--- config.mk ---
export PLATFORM = sky130hd
export DESIGN_NAME = conv_map_sequencer
export DESIGN_NICKNAME = d
export VERILOG_FILES = /design/src/rtl/conv_map_sequencer.sv
export SDC_FILE = /design/constraint.sdc
export NUM_CORES = 1
export LEC_CHECK = 0
export CAP_MARGIN = 20
export CORE_MARGIN = 2
export CORE_UTILIZATION = 50
export DETAILED_ROUTE_END_ITERATION = 7
export PLACE_DENSITY = 0.83
export SYNTH_ARGS = -nofsm -noshare
export SYNTH_HDL_FRONTEND = slang
export SYNTH_SLANG_ARGS = --single-unit
export TNS_END_PERCENT = 30
--- constraint.sdc ---
create_clock -name clk -period 3.6 [get_ports clk]
set_clock_uncertainty 0.1 [all_clocks]
set_input_delay 0.72 -clock clk [delete_from_list [all_inputs] [get_ports clk]]
set_output_delay 0.72 -clock clk [all_outputs]
set_load 0.02 [all_outputs]
--- src/rtl/conv_map_sequencer.sv ---
// conv_map_sequencer: walks every valid-padding, stride-1 window origin of a
// MAP_H x MAP_W feature map in raster order. For each origin it issues the
// coordinates to the window buffer and samples the convolution-point result
// after CONV_LAT cycles. The result is then offered downstream with its linear
// output address and an end-of-map flag.
//
// Handshake: a result transfers on a rising clk edge where out_valid and
// out_ready are both high. out_valid is only raised in OUT, and out_data,
// out_addr and out_last stay frozen until that transfer. out_ready has no
// effect at any other time.
module conv_map_sequencer #(
   parameter int BITWIDTH = 16,
   parameter int MAP_W    = 28,
   parameter int MAP_H    = 28,
   parameter int CONV_LAT = 1,
   parameter int COORD_W  = 8,
   parameter int ADDR_W   = 16
) (
   input  logic                clk,
   input  logic                rst,
   input  logic                start,
   input  logic                abort,
   output logic                busy,
   output logic                done,
   output logic                win_valid,
   output logic [COORD_W-1:0]  win_row,
   output logic [COORD_W-1:0]  win_col,
   input  logic [BITWIDTH-1:0] conv_value,
   output logic                out_valid,
   input  logic                out_ready,
   output logic [BITWIDTH-1:0] out_data,
   output logic [ADDR_W-1:0]   out_addr,
   output logic                out_last,
   output logic [2:0]          dbg_state
);

   // Last valid window origin: OUT_W-1 = MAP_W-5, OUT_H-1 = MAP_H-5.
   localparam logic [COORD_W-1:0] LAST_COL = COORD_W'(MAP_W - 5);
   localparam logic [COORD_W-1:0] LAST_ROW = COORD_W'(MAP_H - 5);
   localparam logic [3:0]         LAT_LOAD = 4'(CONV_LAT);

   typedef enum logic [2:0] {
      S_IDLE  = 3'd0,
      S_ISSUE = 3'd1,
      S_WAIT  = 3'd2,
      S_OUT   = 3'd3,
      S_DONE  = 3'd4
   } state_t;

   state_t                state;
   state_t                state_nxt;
   logic [COORD_W-1:0]    row;
   logic [COORD_W-1:0]    col;
   logic [ADDR_W-1:0]     addr;
   logic [3:0]            lat;
   logic                  at_last;
   logic                  sample;
   logic                  xfer;
   logic                  cancel;

   assign at_last   = (row == LAST_ROW) && (col == LAST_COL);
   // abort is meaningless while idle, so it only cancels an active pass
   assign cancel    = abort && (state != S_IDLE);

   assign win_row   = row;
   assign win_col   = col;
   assign out_addr  = addr;
   assign out_last  = out_valid && at_last;
   assign dbg_state = state;

   // State register
   always_ff @(posedge clk) begin
      if (rst) state <= S_IDLE;
      else     state <= state_nxt;
   end

   // Next-state decode and per-state strobes
   always_comb begin
      state_nxt = state;
      busy      = 1'b1;
      done      = 1'b0;
      win_valid = 1'b0;
      out_valid = 1'b0;
      sample    = 1'b0;
      xfer      = 1'b0;
      case (state)
         S_IDLE: begin
            busy = 1'b0;
            if (start) state_nxt = S_ISSUE;
         end
         S_ISSUE: begin
            win_valid = 1'b1;
            state_nxt = S_WAIT;
         end
         S_WAIT: begin
            if (lat == 4'd1) begin
               sample    = 1'b1;
               state_nxt = S_OUT;
            end
         end
         S_OUT: begin
            out_valid = 1'b1;
            if (out_ready) begin
               xfer      = 1'b1;
               state_nxt = at_last ? S_DONE : S_ISSUE;
            end
         end
         S_DONE: begin
            done      = 1'b1;
            state_nxt = S_IDLE;
         end
         default: state_nxt = S_IDLE;
      endcase
      // abort beats any concurrent handshake; the pass simply ends
      if (cancel) state_nxt = S_IDLE;
   end

   // Coordinate, address, latency counters and the result register
   always_ff @(posedge clk) begin
      if (rst) begin
         row      <= '0;
         col      <= '0;
         addr     <= '0;
         lat      <= '0;
         out_data <= '0;
      end else if (cancel) begin
         row  <= '0;
         col  <= '0;
         addr <= '0;
         lat  <= '0;
      end else begin
         case (state)
            S_IDLE: begin
               row  <= '0;
               col  <= '0;
               addr <= '0;
            end
            S_ISSUE: lat <= LAT_LOAD;
            S_WAIT: begin
               lat <= lat - 4'd1;
               if (sample) out_data <= conv_value;
            end
            S_OUT: begin
               if (xfer && !at_last) begin
                  addr <= addr + ADDR_W'(1);
                  if (col == LAST_COL) begin
                     col <= '0;
                     row <= row + COORD_W'(1);
                  end else begin
                     col <= col + COORD_W'(1);
                  end
               end
            end
            default: ;
         endcase
      end
   end

endmodule
# Yosys cells after proc, flatten, opt, wreduce, memory -nomap -nowiden
# Cells that the tools add are included.
[word_totals]
latch_bits = 0
elab_cells = 59
in_bits = 21
ramBits = 0
regBits = 55
mem_bits_ro = 0
n_memories = 0
out_inout_bits = 56
[classes]
n_eq_ne = 12
mux = 22
n_bitwise = 1
n_addsub = 4
order_cmp = 0
n_mul = 0
div = 0
n_reduce_logical = 14
n_shift = 0
[ops]
columns = ["op", "n"]
rows = [
  ["8-bit two-way mux", 4],
  ["16-bit one-hot mux with 2 select lines", 1],
  ["8-bit one-hot mux with 2 select lines", 2],
  ["16-bit by 1-bit adder with 16-bit output (second input constant)", 1],
  ["8-bit by 1-bit adder with 8-bit output (second input constant)", 2],
  ["8-bit by 5-bit == test with 1-bit output (second input constant)", 2],
  ["16-bit two-way mux", 1],
  ["3-bit two-way mux", 4],
  ["3-bit one-hot mux with 4 select lines", 1],
  ["2-bit != test (second input constant)", 5],
  ["3-bit AND reduction", 3],
  ["1-bit two-way mux", 8],
  ["4-bit one-hot mux with 2 select lines", 1],
  ["3-bit by 2-bit == test with 1-bit output (second input constant)", 2],
  ["4-bit by 1-bit == test with 1-bit output (second input constant)", 1],
  ["1-bit logical AND", 4],
  ["2-bit nonzero test", 2],
  ["4-bit by 1-bit subtractor with 4-bit output (second input constant)", 1],
  ["3-bit by 1-bit == test with 1-bit output (second input constant)", 1],
  ["3-bit == test (second input constant)", 1],
  ["3-bit zero test", 1],
  ["3-bit nonzero test", 1],
  ["2-bit AND reduction", 1],
  ["2-bit OR reduction", 1],
  ["2 further kinds", 2],
]

# Longest topological paths before layout
# Gate-level depths: netlist (run 1).
[depth]
depth_word = 6
ltp_mapped = 8
mapped_depth_nobuf = 7

# Least setup slack after synthesis (run 1)
# No wires, ideal clock.
[synth_timing]
path_kind = "register to output"
start = "register row[0], in the netlist win_row[0]"
end = "output out_last"
path_slack_ns = 0.994
n_path_buf = 0
path_stages_with_launch = 6
t_arrival_ns = 1.786
t_required_ns = 2.780
cell_sequence = "dfxtp_1 ha_1 nor4bb_1 and3_1 nand2_1 nor2_1"
[synth_via]
elab_chain_cells = 3
[synth_lines]
columns = ["element", "line", "rtl"]
rows = [
  ["from (decl)", "52", "logic [COORD_W-1:0] row;"],
  ["from (signal assigned)", "148", "row <= row + COORD_W'(1);"],
  ["8-bit by 5-bit == test with 1-bit output", "61", "assign at_last = (row == LAST_ROW) && (col == LAST_COL);"],
  ["1-bit logical AND", "61", ""],
  ["1-bit logical AND", "68", "assign out_last = out_valid && at_last;"],
  ["to (decl)", "33", "output logic out_last,"],
]
# No other way between the ends.

# Worst setup path after layout (run 1)
# Same ends and word-level chain as after synthesis.

==> impl_metrics.toml, run 1 <==
[run_status]
status = "complete, no violations"

[logic_synthesis]
synthFlopType = "dfxtp_1"
synth_top_area_cell = "dfxtp_1"
synth_top_family_by_area = "simple AND/OR/NAND/NOR gates"
synth_cell_types = 48
synth_xor_area_share_pct = 0
synthArstFlopShare_pct = 0
synth.area.mux_share_pct = 4.55
yosys-top-cells-area = "dfxtp_1, nand2_1, a21oi_1"
avgSynthCellArea_um2 = 8.16
netlist_instances = 337
synth_nets = 363
ys_warn_count = 0
synth_compound_area_share_pct = 21.9
ys_ff_latch = 55
yosysSeqAreaShare_pct = 40.0
synth_edf_count = 0
yosys.area_share.adder_pct = 2.27
synth_area_mm2 = 0.00275
yosys.area_share.simple_pct = 27.5
synth_top_area_share_pct = 40.0

[worst_hold_path]
min_from = "out_data[3]$_SDFFE_PP0P_"
min_to = "out_data[3]$_SDFFE_PP0P_"
hold_depth = 2
min_path_type = "flip-flop to flip-flop"

[power]
peakVddDrop_mv = 0.240
power_leakage_nw = 1.34
p_per_area_mw_per_mm2 = 328
fin_total_pwr_mw = 1.21

[setup_path]
critPathLaunchType = "flip-flop"
crit_chain = "ha_1, nor4bb_1, and3_1, nand2_1, nor2_1, clkdlybuf4s50_1"
crit_type = "flip-flop to output port"
crit_path_end_kind = "output port"
path_buf_inv = 1
slowest_delay_ns = 0.61
crit_fanout = 4
worstRegToRegCells = 6
slowest_stage = "clkdlybuf4s50_1"
cpLargestDelayFamily = "simple AND/OR/NAND/NOR gates"
critPathLaunch = "win_row[0]$_SDFFE_PP0P_"
worstPathRequired_ns = 2.78
r2r-start = "dbg_state[1]$_SDFFE_PP0P_"
rrSetupSlack_ns = 0.77
r2r-end = "out_addr[9]$_SDFFE_PP0P_"
arrival_ns = 2.57

[timing]
post-route-period-util_pct = 94.3
min_period_ns = 3.39
hold_violations = 0
rsz0062_at_grt = "false"
max_freq_mhz = 295
setup_tns_ns = 0
worst_pin_slew_ns = 0.696
slew_headroom_pct = 53.5
setup_slack_ns = 0.205
finalSetupViolCount = 0
slew_viol_final = 0

[route]
wirelength_um = 7040
dr.pass1.iters = 4
avgViaCountPerCell = 5.72
drc = 0
drtIter0Drc = 104
detail-route-antenna-nets = 0
routedWlPerCell_um = 14.7
vias = 2747

[floorplan]
initial_core_util_pct = 50.9
core_area_mm2 = 0.00541
io_pins = 77
dieHeight_um = 78.2
die_w_um = 78.2
rows = 27
die_area_mm2 = 0.00611

[cells_and_area]
final_common_cell = "clkdlybuf4s50_1"
final_cell_mix = "clkdlybuf4s50_1, nand2_1, dfxtp_1"
fillers = 431
num_antenna_cells = 0
nNetsFinal = 433
area_delta_synth_final_pct = 33.9
drive_gt1_share_pct = 6.37

[clock_network]
numCtsBuffers = 5
ctsHoldBuffers = 0
clock-sinks = 55
cts_htree_levels = 2
ctsResizeCount = 0
clkLatencyLatePin_ns = 0.31
post_cts_buffers = 0
cts_buffer_depth = 2
clk_pin_slew_ns = 0.10
tritoncts = "built"
cts_root_buffer = "clkbuf_8"

[placement]
gp_congestion = 0.864
io_buffers = 76
place_ws_ns = 0.567
place_hpwl_um = 4910

[global_routing]
antenna_found_initial = 0
grt_max_degree = 20
grt_pass1_wl_um = 11900
grt.overflow.total = 0
grt_pass1_vias = 2586
grt_use_total_pct = 23.8

[run]
drv_cap = 0
synth_stat cells, types with 5 or more instances:
| library cell | instances |
|---|---|
| nand2_1 | 56 |
| dfxtp_1 | 55 |
| a21oi_1 | 33 |
| nor2_1 | 22 |
| nand3_1 | 17 |
| and3_1 | 16 |
| clkbuf_1 | 16 |
| o2111ai_1 | 11 |
| o21ai_1 | 9 |
| mux2i_1 | 8 |
| nor3_1 | 8 |
| nand2b_1 | 7 |
| o21ai_0 | 6 |
| a22o_1 | 5 |
| ha_1 | 5 |
| inv_1 | 5 |
| o22ai_1 | 5 |
routing by layer:
metal	vias to the layer above	GRT usage, %	routed length, µm
met5	-	0	0
met4	0	9.65	144
met3	15	4.60	391
li1	1373	-	-
met1	1267	30.3	3200
met2	92	39.5	3310
cell type report:
cell class	count	area, µm²	area share, %
Clock buffer	5	68.8	1.87
Clock inverter	3	46.3	1.26
Inverter	7	26.3	0.713
Multi-Input combinational cell	256	1550	42.0
Sequential cell	55	1100	29.9
Tap cell	72	90.1	2.44
Timing Repair Buffer	82	806	21.9
flip-flops by register name, summed over array words and instances (netlist names):
register / cells
lat: 4
win_col: 8
out_data: 16
dbg_state: 3
out_addr: 16
win_row: 8
worst max path at each step:
stage                           to  depth (start not counted)
after detailed placement  out_last                          6
after floorplan           out_last                          5
final                     out_last                          6
after global routing      out_last                          6
after CTS                 out_last                          6
after global placement    out_last                          6
cell families (layout without fill, tap and decap cells):
kind of cell	Yosys count	in the layout
multiplexers	12	12
AO/OA/AOI/OAI	92	92
adder cells (fa/ha/maj)	5	5
buffers and inverters	26	97
flip-flops	55	55
AND/OR/NAND/NOR	147	147
worst register-to-register path, stage by stage (launching register included):
cell       delay [ns]
dfxtp_1          0.51
nor3_4           0.63
inv_2            0.29
a21o_1           0.46
nor2_1           0.45
o2111ai_1        0.19
mux2i_1          0.15
where the power goes:
group | switching [mW] | internal [mW] | leakage (nW)
clock network | 0.206 | 0.210 | 0.0548
registers | 0.0134 | 0.617 | 0.444
logic | 0.0971 | 0.0668 | 0.845
stage by stage:
| stage | area [µm²] | util [%] | cells | hold slack (ns) |
|---|---|---|---|---|
| 6_report | 3680 | 68.2 | 480 | 0.359 |
| 3_3_place_gp | 3570 | 66.0 | 472 | 0.342 |
| 5_1_grt | 3680 | 68.2 | 480 | 0.381 |
| 2_1_floorplan | 2750 | - | 337 | 0.376 |
| 4_1_cts | 3680 | 68.2 | 480 | 0.362 |
| 3_5_place_dp | 3570 | 66.0 | 472 | 0.347 |
Note: power is estimated with default switching activity, not from simulation.
==> inputs of run 2 (changes only) <==
--- a/config.mk
+++ b/config.mk
@@ -5,11 +5,13 @@
 export SDC_FILE = /design/constraint.sdc
 export NUM_CORES = 1
 export LEC_CHECK = 0
+export ABC_AREA = 1
 export CAP_MARGIN = 20
 export CORE_MARGIN = 2
 export CORE_UTILIZATION = 50
 export DETAILED_ROUTE_END_ITERATION = 7
-export PLACE_DENSITY = 0.83
+export HOLD_SLACK_MARGIN = 0.12
+export PLACE_DENSITY = 0.82
 export SYNTH_ARGS = -nofsm -noshare
 export SYNTH_HDL_FRONTEND = slang
 export SYNTH_SLANG_ARGS = --single-unit
==> impl_metrics.toml, run 2 <==
[run_status]
status = "complete, no violations"

[setup_path]
worstPathRequired_ns = 2.78
r2r-start = "win_col[0]$_SDFFE_PP0P_"
crit_fanout = 5
critPathLaunchType = "flip-flop"
crit_path_end_kind = "output port"
arrival_ns = 2.11
crit_type = "flip-flop to output port"
critPathLaunch = "win_col[0]$_SDFFE_PP0P_"

[logic_synthesis]
synthTopCellsByCount = "nand2_1, nor2_1, dfxtp_1, inv_1"
synth_compound_area_share_pct = 12.9
synth_top_family_by_area = "simple AND/OR/NAND/NOR gates"
synth_most_common_cell = "nand2_1"
synth_cell_types = 38
synth_xor_area_share_pct = 1.81
yosysSeqAreaShare_pct = 37.9
synth_edf_count = 0
synth_top_area_cell = "dfxtp_1"
synthFlopType = "dfxtp_1"
yosys.area_share.adder_pct = 2.15
ys_warn_count = 0
avgSynthCellArea_um2 = 6.87
synthArstFlopShare_pct = 0
yosys-top-cells-area = "dfxtp_1, nand2_1, nor2_1"
synth.area.mux_share_pct = 0
synth_top_area_share_pct = 37.9
ys_ff_latch = 55
synth_area_mm2 = 0.00291
netlist_instances = 423
yosys.area_share.simple_pct = 36.0
synth_nets = 449

[power]
p_per_area_mw_per_mm2 = 585
peakVddDrop_mv = 0.395
power_leakage_nw = 1.47

[route]
drc = 0
vias = 2936
detail-route-antenna-nets = 0
wirelength_um = 7180
drtIter0Drc = 116
avgViaCountPerCell = 5.20
routedWlPerCell_um = 12.7
dr.pass1.iters = 4

[clock_network]
cts_buffer_depth = 2
clk_pin_slew_ns = 0.10
clock-sinks = 55
ctsHoldBuffers = 0
tritoncts = "built"
cts_root_buffer = "clkbuf_8"
numCtsBuffers = 5
post_cts_buffers = 0
clkLatencyLatePin_ns = 0.31
ctsResizeCount = 0
cts_htree_levels = 2

[worst_hold_path]
min_path_type = "flip-flop to flip-flop"
min_from = "lat[3]$_SDFFE_PP0P_"

[floorplan]
die_w_um = 80.2
core_area_mm2 = 0.00557
rows = 27
die_area_mm2 = 0.00644
dieHeight_um = 80.2
io_pins = 77
initial_core_util_pct = 52.1

[timing]
setup_tns_ns = 0
max_freq_mhz = 341
setup_slack_ns = 0.666
post-route-period-util_pct = 81.5
worst_pin_slew_ns = 0.843
slew_headroom_pct = 43.4
finalSetupViolCount = 0
min_period_ns = 2.93
slew_viol_final = 0
hold_violations = 0
rsz0062_at_grt = "false"

[cells_and_area]
area_delta_synth_final_pct = 30.1
num_antenna_cells = 0
fillers = 498
drive_gt1_share_pct = 6.29
final_cell_mix = "nand2_1, nor2_1, clkdlybuf4s50_1"
finalInstanceArea_mm2 = 0.00378
final_common_cell = "nand2_1"
nNetsFinal = 518

[global_routing]
grt.overflow.total = 0
antenna_found_initial = 0
grt_use_met2_pct = 39.2
grt.busiest_layer = "met2"
grt_max_degree = 44
grt_pass1_vias = 2616
grt_use_total_pct = 22.9
gr-usage-met3_pct = 3.71
grt_pass1_wl_um = 11900
use_met1_pct = 29.0

[run]
drv_cap = 0

[placement]
gp_congestion = 0.816
place_ws_ns = 1.01
placed_area_mm2 = 0.00364
place_hpwl_um = 5080
io_buffers = 76
[run 2: cell types whose count changed after synthesis, moves of 8 or more]
cell,delta
clkbuf_1,-14
o21ai_0,+18
nand3_1,+13
o2111ai_1,-11
nand2_1,+39
inv_1,+30
nor2_1,+59
mux2i_1,-8
and3_1,-16
[run 2: routing by layer]
metal / part of all wire [%] / vias up
met2: 49 / 73
met3: 4.2 / 11
met5: 0 / -
met4: 1.5 / 0
li1: - / 1490
met1: 45 / 1362
[run 2: cells by family after synthesis]
family,after synthesis
simple gates,236
compound gates,67
fa+ha+maj,5
buf+inv,54
flops,55
xor+xnor,6
[run 2: worst paths after layout]
check	end	slack (ns)	cells past startpoint
max reg2reg	win_row[7]$_SDFFE_PP0P_	1.38	9
min	lat[3]$_SDFFE_PP0P_	0.39	1
max	out_last	0.67	8
min reg2reg	lat[3]$_SDFFE_PP0P_	0.39	1
[run 2: worst max-delay path, cell delays in order (launching register included)]
cell             delay [ns]
dfxtp_1                0.41
ha_1                   0.20
nand2_1                0.11
clkinv_1               0.07
nand2_2                0.06
nor2_4                 0.12
nand2_2                0.10
nor2_1                 0.09
clkdlybuf4s50_1        0.63
[run 2: layout make-up]
type                            instances  area (µm²)  share of cell area [%]
Clock buffer                            5        68.8                    1.82
Clock inverter                          3        67.6                    1.79
Inverter                               40         155                    4.10
Multi-Input combinational cell        314        1540                    40.6
Sequential cell                        55        1100                    29.1
Tap cell                               72        90.1                    2.38
Timing Repair Buffer                   76         761                    20.1
[run 2: power breakdown]
part           switching [mW]  leakage [nW]  internal, mW
logic                   0.610         0.960         0.335
clock network           0.210        0.0644         0.277
registers              0.0923         0.445         0.688
total                   0.912          1.47          1.30
[run 2: per-stage QoR]
stage,power (mW),util [%],std cells,hold WS (ns)
CTS,2.22,67.8,565,0.378
global route,2.35,67.8,565,0.397
detailed placement,1.73,65.4,557,0.363
global placement,1.71,65.4,557,0.368
floorplan,1.49,-,423,0.337
finish,2.21,67.8,565,0.385
==> inputs of run 3 (changes only) <==
--- a/config.mk
+++ b/config.mk
@@ -8,10 +8,10 @@
 export ABC_AREA = 1
 export CAP_MARGIN = 20
 export CORE_MARGIN = 2
-export CORE_UTILIZATION = 50
+export CORE_UTILIZATION = 49
 export DETAILED_ROUTE_END_ITERATION = 7
 export HOLD_SLACK_MARGIN = 0.12
-export PLACE_DENSITY = 0.82
+export PLACE_DENSITY = 0.81
 export SYNTH_ARGS = -nofsm -noshare
 export SYNTH_HDL_FRONTEND = slang
 export SYNTH_SLANG_ARGS = --single-unit
==> constraint.sdc (replaced) <==
create_clock -name clk -period 2.7 [get_ports clk]
set_clock_uncertainty 0.1 [all_clocks]
set_input_delay 0.54 -clock clk [delete_from_list [all_inputs] [get_ports clk]]
set_output_delay 0.54 -clock clk [all_outputs]
set_load 0.02 [all_outputs]
==> impl_metrics.toml, run 3 (same netlist as run 2, synthesis figures left out) <==
[timing]
slew_viol_final = 0
max_freq_mhz = 399
setup_tns_ns = 0
min_period_ns = 2.51
finalSetupViolCount = 0
rsz0062_at_grt = "false"
post-route-period-util_pct = 92.8
setup_slack_ns = 0.195
worst_pin_slew_ns = 0.383
slew_headroom_pct = 74.4
hold_violations = 0

[clock_network]
cts_htree_levels = 2
post_cts_buffers = 0
tritoncts = "built"
clock-sinks = 55
clk_pin_slew_ns = 0.10
cts_buffer_depth = 2
numCtsBuffers = 5
cts_root_buffer = "clkbuf_8"
clkLatencyLatePin_ns = 0.31

[placement]
gp_congestion = 0.871
io_buffers = 76
place_ws_ns = 0.318
place_hpwl_um = 5210
dp_cells = 567

[route]
vias = 2944
avgViaCountPerCell = 5.12
routedWlPerCell_um = 12.3
dr.pass1.iters = 4
drtIter0Drc = 149
wirelength_um = 7080
detail-route-antenna-nets = 0
drc = 0

[power]
power_leakage_nw = 1.48
peakVddDrop_mv = 0.407
fin_total_pwr_mw = 2.81
p_per_area_mw_per_mm2 = 741

[setup_path]
crit_path_end_kind = "output port"
arrival_ns = 1.87
crit_type = "flip-flop to output port"
worstPathRequired_ns = 2.06
crit_fanout = 6
crit_chain = "inv_1, nor3_1, clkdlybuf4s50_1"
critPathLaunchType = "flip-flop"
slowest_delay_ns = 0.68
slowest_stage = "clkdlybuf4s50_1"

[global_routing]
grt_pass1_wl_um = 11900
grt_pass1_vias = 2712
grt_use_total_pct = 22.8
antenna_found_initial = 0
grt_max_degree = 32
grt.overflow.total = 0

[cells_and_area]
nNetsFinal = 525
drive_gt1_share_pct = 7.60
layout.cells.non_filler = 575
num_antenna_cells = 0
final_common_cell = "nand2_1"
area_delta_synth_final_pct = 30.5
final_cell_mix = "nand2_1, nor2_1, clkdlybuf4s50_1"

[floorplan]
dieHeight_um = 81
initial_core_util_pct = 50.0
die_w_um = 81
io_pins = 77
core_area_mm2 = 0.00582
die_area_mm2 = 0.00656
rows = 28

[run_status]
status = "complete, no violations"

[worst_hold_path]
min_path_type = "flip-flop to flip-flop"

[run]
drv_cap = 0
==> run 3: cell count changes in the layout (fill, tap and decap cells not counted), sizes merged <==
cell	delta
buf	+7
bufinv	-2
clkdlybuf4s50	-1
clkinvlp	+1
dlygate4sd2	+1
inv	+1
==> run 3: power by group <==
| group | switching, mW | total, mW | internal [mW] |
|---|---|---|---|
| logic | 0.813 | 1.29 | 0.479 |
| clock network | 0.290 | 0.477 | 0.186 |
| registers | 0.124 | 1.04 | 0.917 |
| total | 1.23 | 2.81 | 1.58 |
==> run 3: stage by stage <==
step	hold slack [ns]	area, µm²	util [%]
2_1_floorplan	0.337	2910	-
3_3_place_gp	0.358	3700	63.6
3_5_place_dp	0.371	3700	63.6
4_1_cts	0.388	3790	65.2
5_1_grt	0.418	3790	65.2
6_report	0.405	3790	65.2
==> run 3: critical path: cells and delay by family, from the launching register on <==
kind | cells | cell delay, ns
buffers and inverters | 2 | 0.75
DFF | 1 | 0.52
and+or+nand+nor | 1 | 0.29
==> run 3: layout make-up <==
cell class | count | area, µm²
Fill cell | 519 | 2020
Timing Repair Buffer | 83 | 812
Inverter | 40 | 155
Clock inverter | 3 | 23.8
Sequential cell | 55 | 1100
Multi-Input combinational cell | 314 | 1540
Clock buffer | 5 | 68.8
Tap cell | 75 | 93.8
==> run 3: path summary, 6_finish.rpt <==
check / to / slack (ns) / depth (start not counted) / from
min reg2reg: lat[3]$_SDFFE_PP0P_ / 0.41 / 1 / lat[3]$_SDFFE_PP0P_
max reg2reg: out_addr[11]$_SDFFE_PP0P_ / 0.64 / 11 / win_col[0]$_SDFFE_PP0P_
min: lat[3]$_SDFFE_PP0P_ / 0.41 / 1 / lat[3]$_SDFFE_PP0P_
max: win_valid / 0.19 / 3 / dbg_state[0]$_SDFFE_PP0P_
==> run 3: per-layer routing <==
| layer | GRT usage, % | wire length [µm] | up-vias |
|---|---|---|---|
| met5 | 0 | 0 | - |
| met4 | 6.44 | 66 | 0 |
| li1 | - | - | 1506 |
| met1 | 26.7 | 2970 | 1348 |
| met3 | 7.22 | 527 | 8 |
| met2 | 39.8 | 3510 | 82 |
==> run 3: repair_timing <==
action                     4_1_cts  5_1_grt
gates resized for setup          1        0
hold buffers                     0        0
setup endpoints to repair        1        0
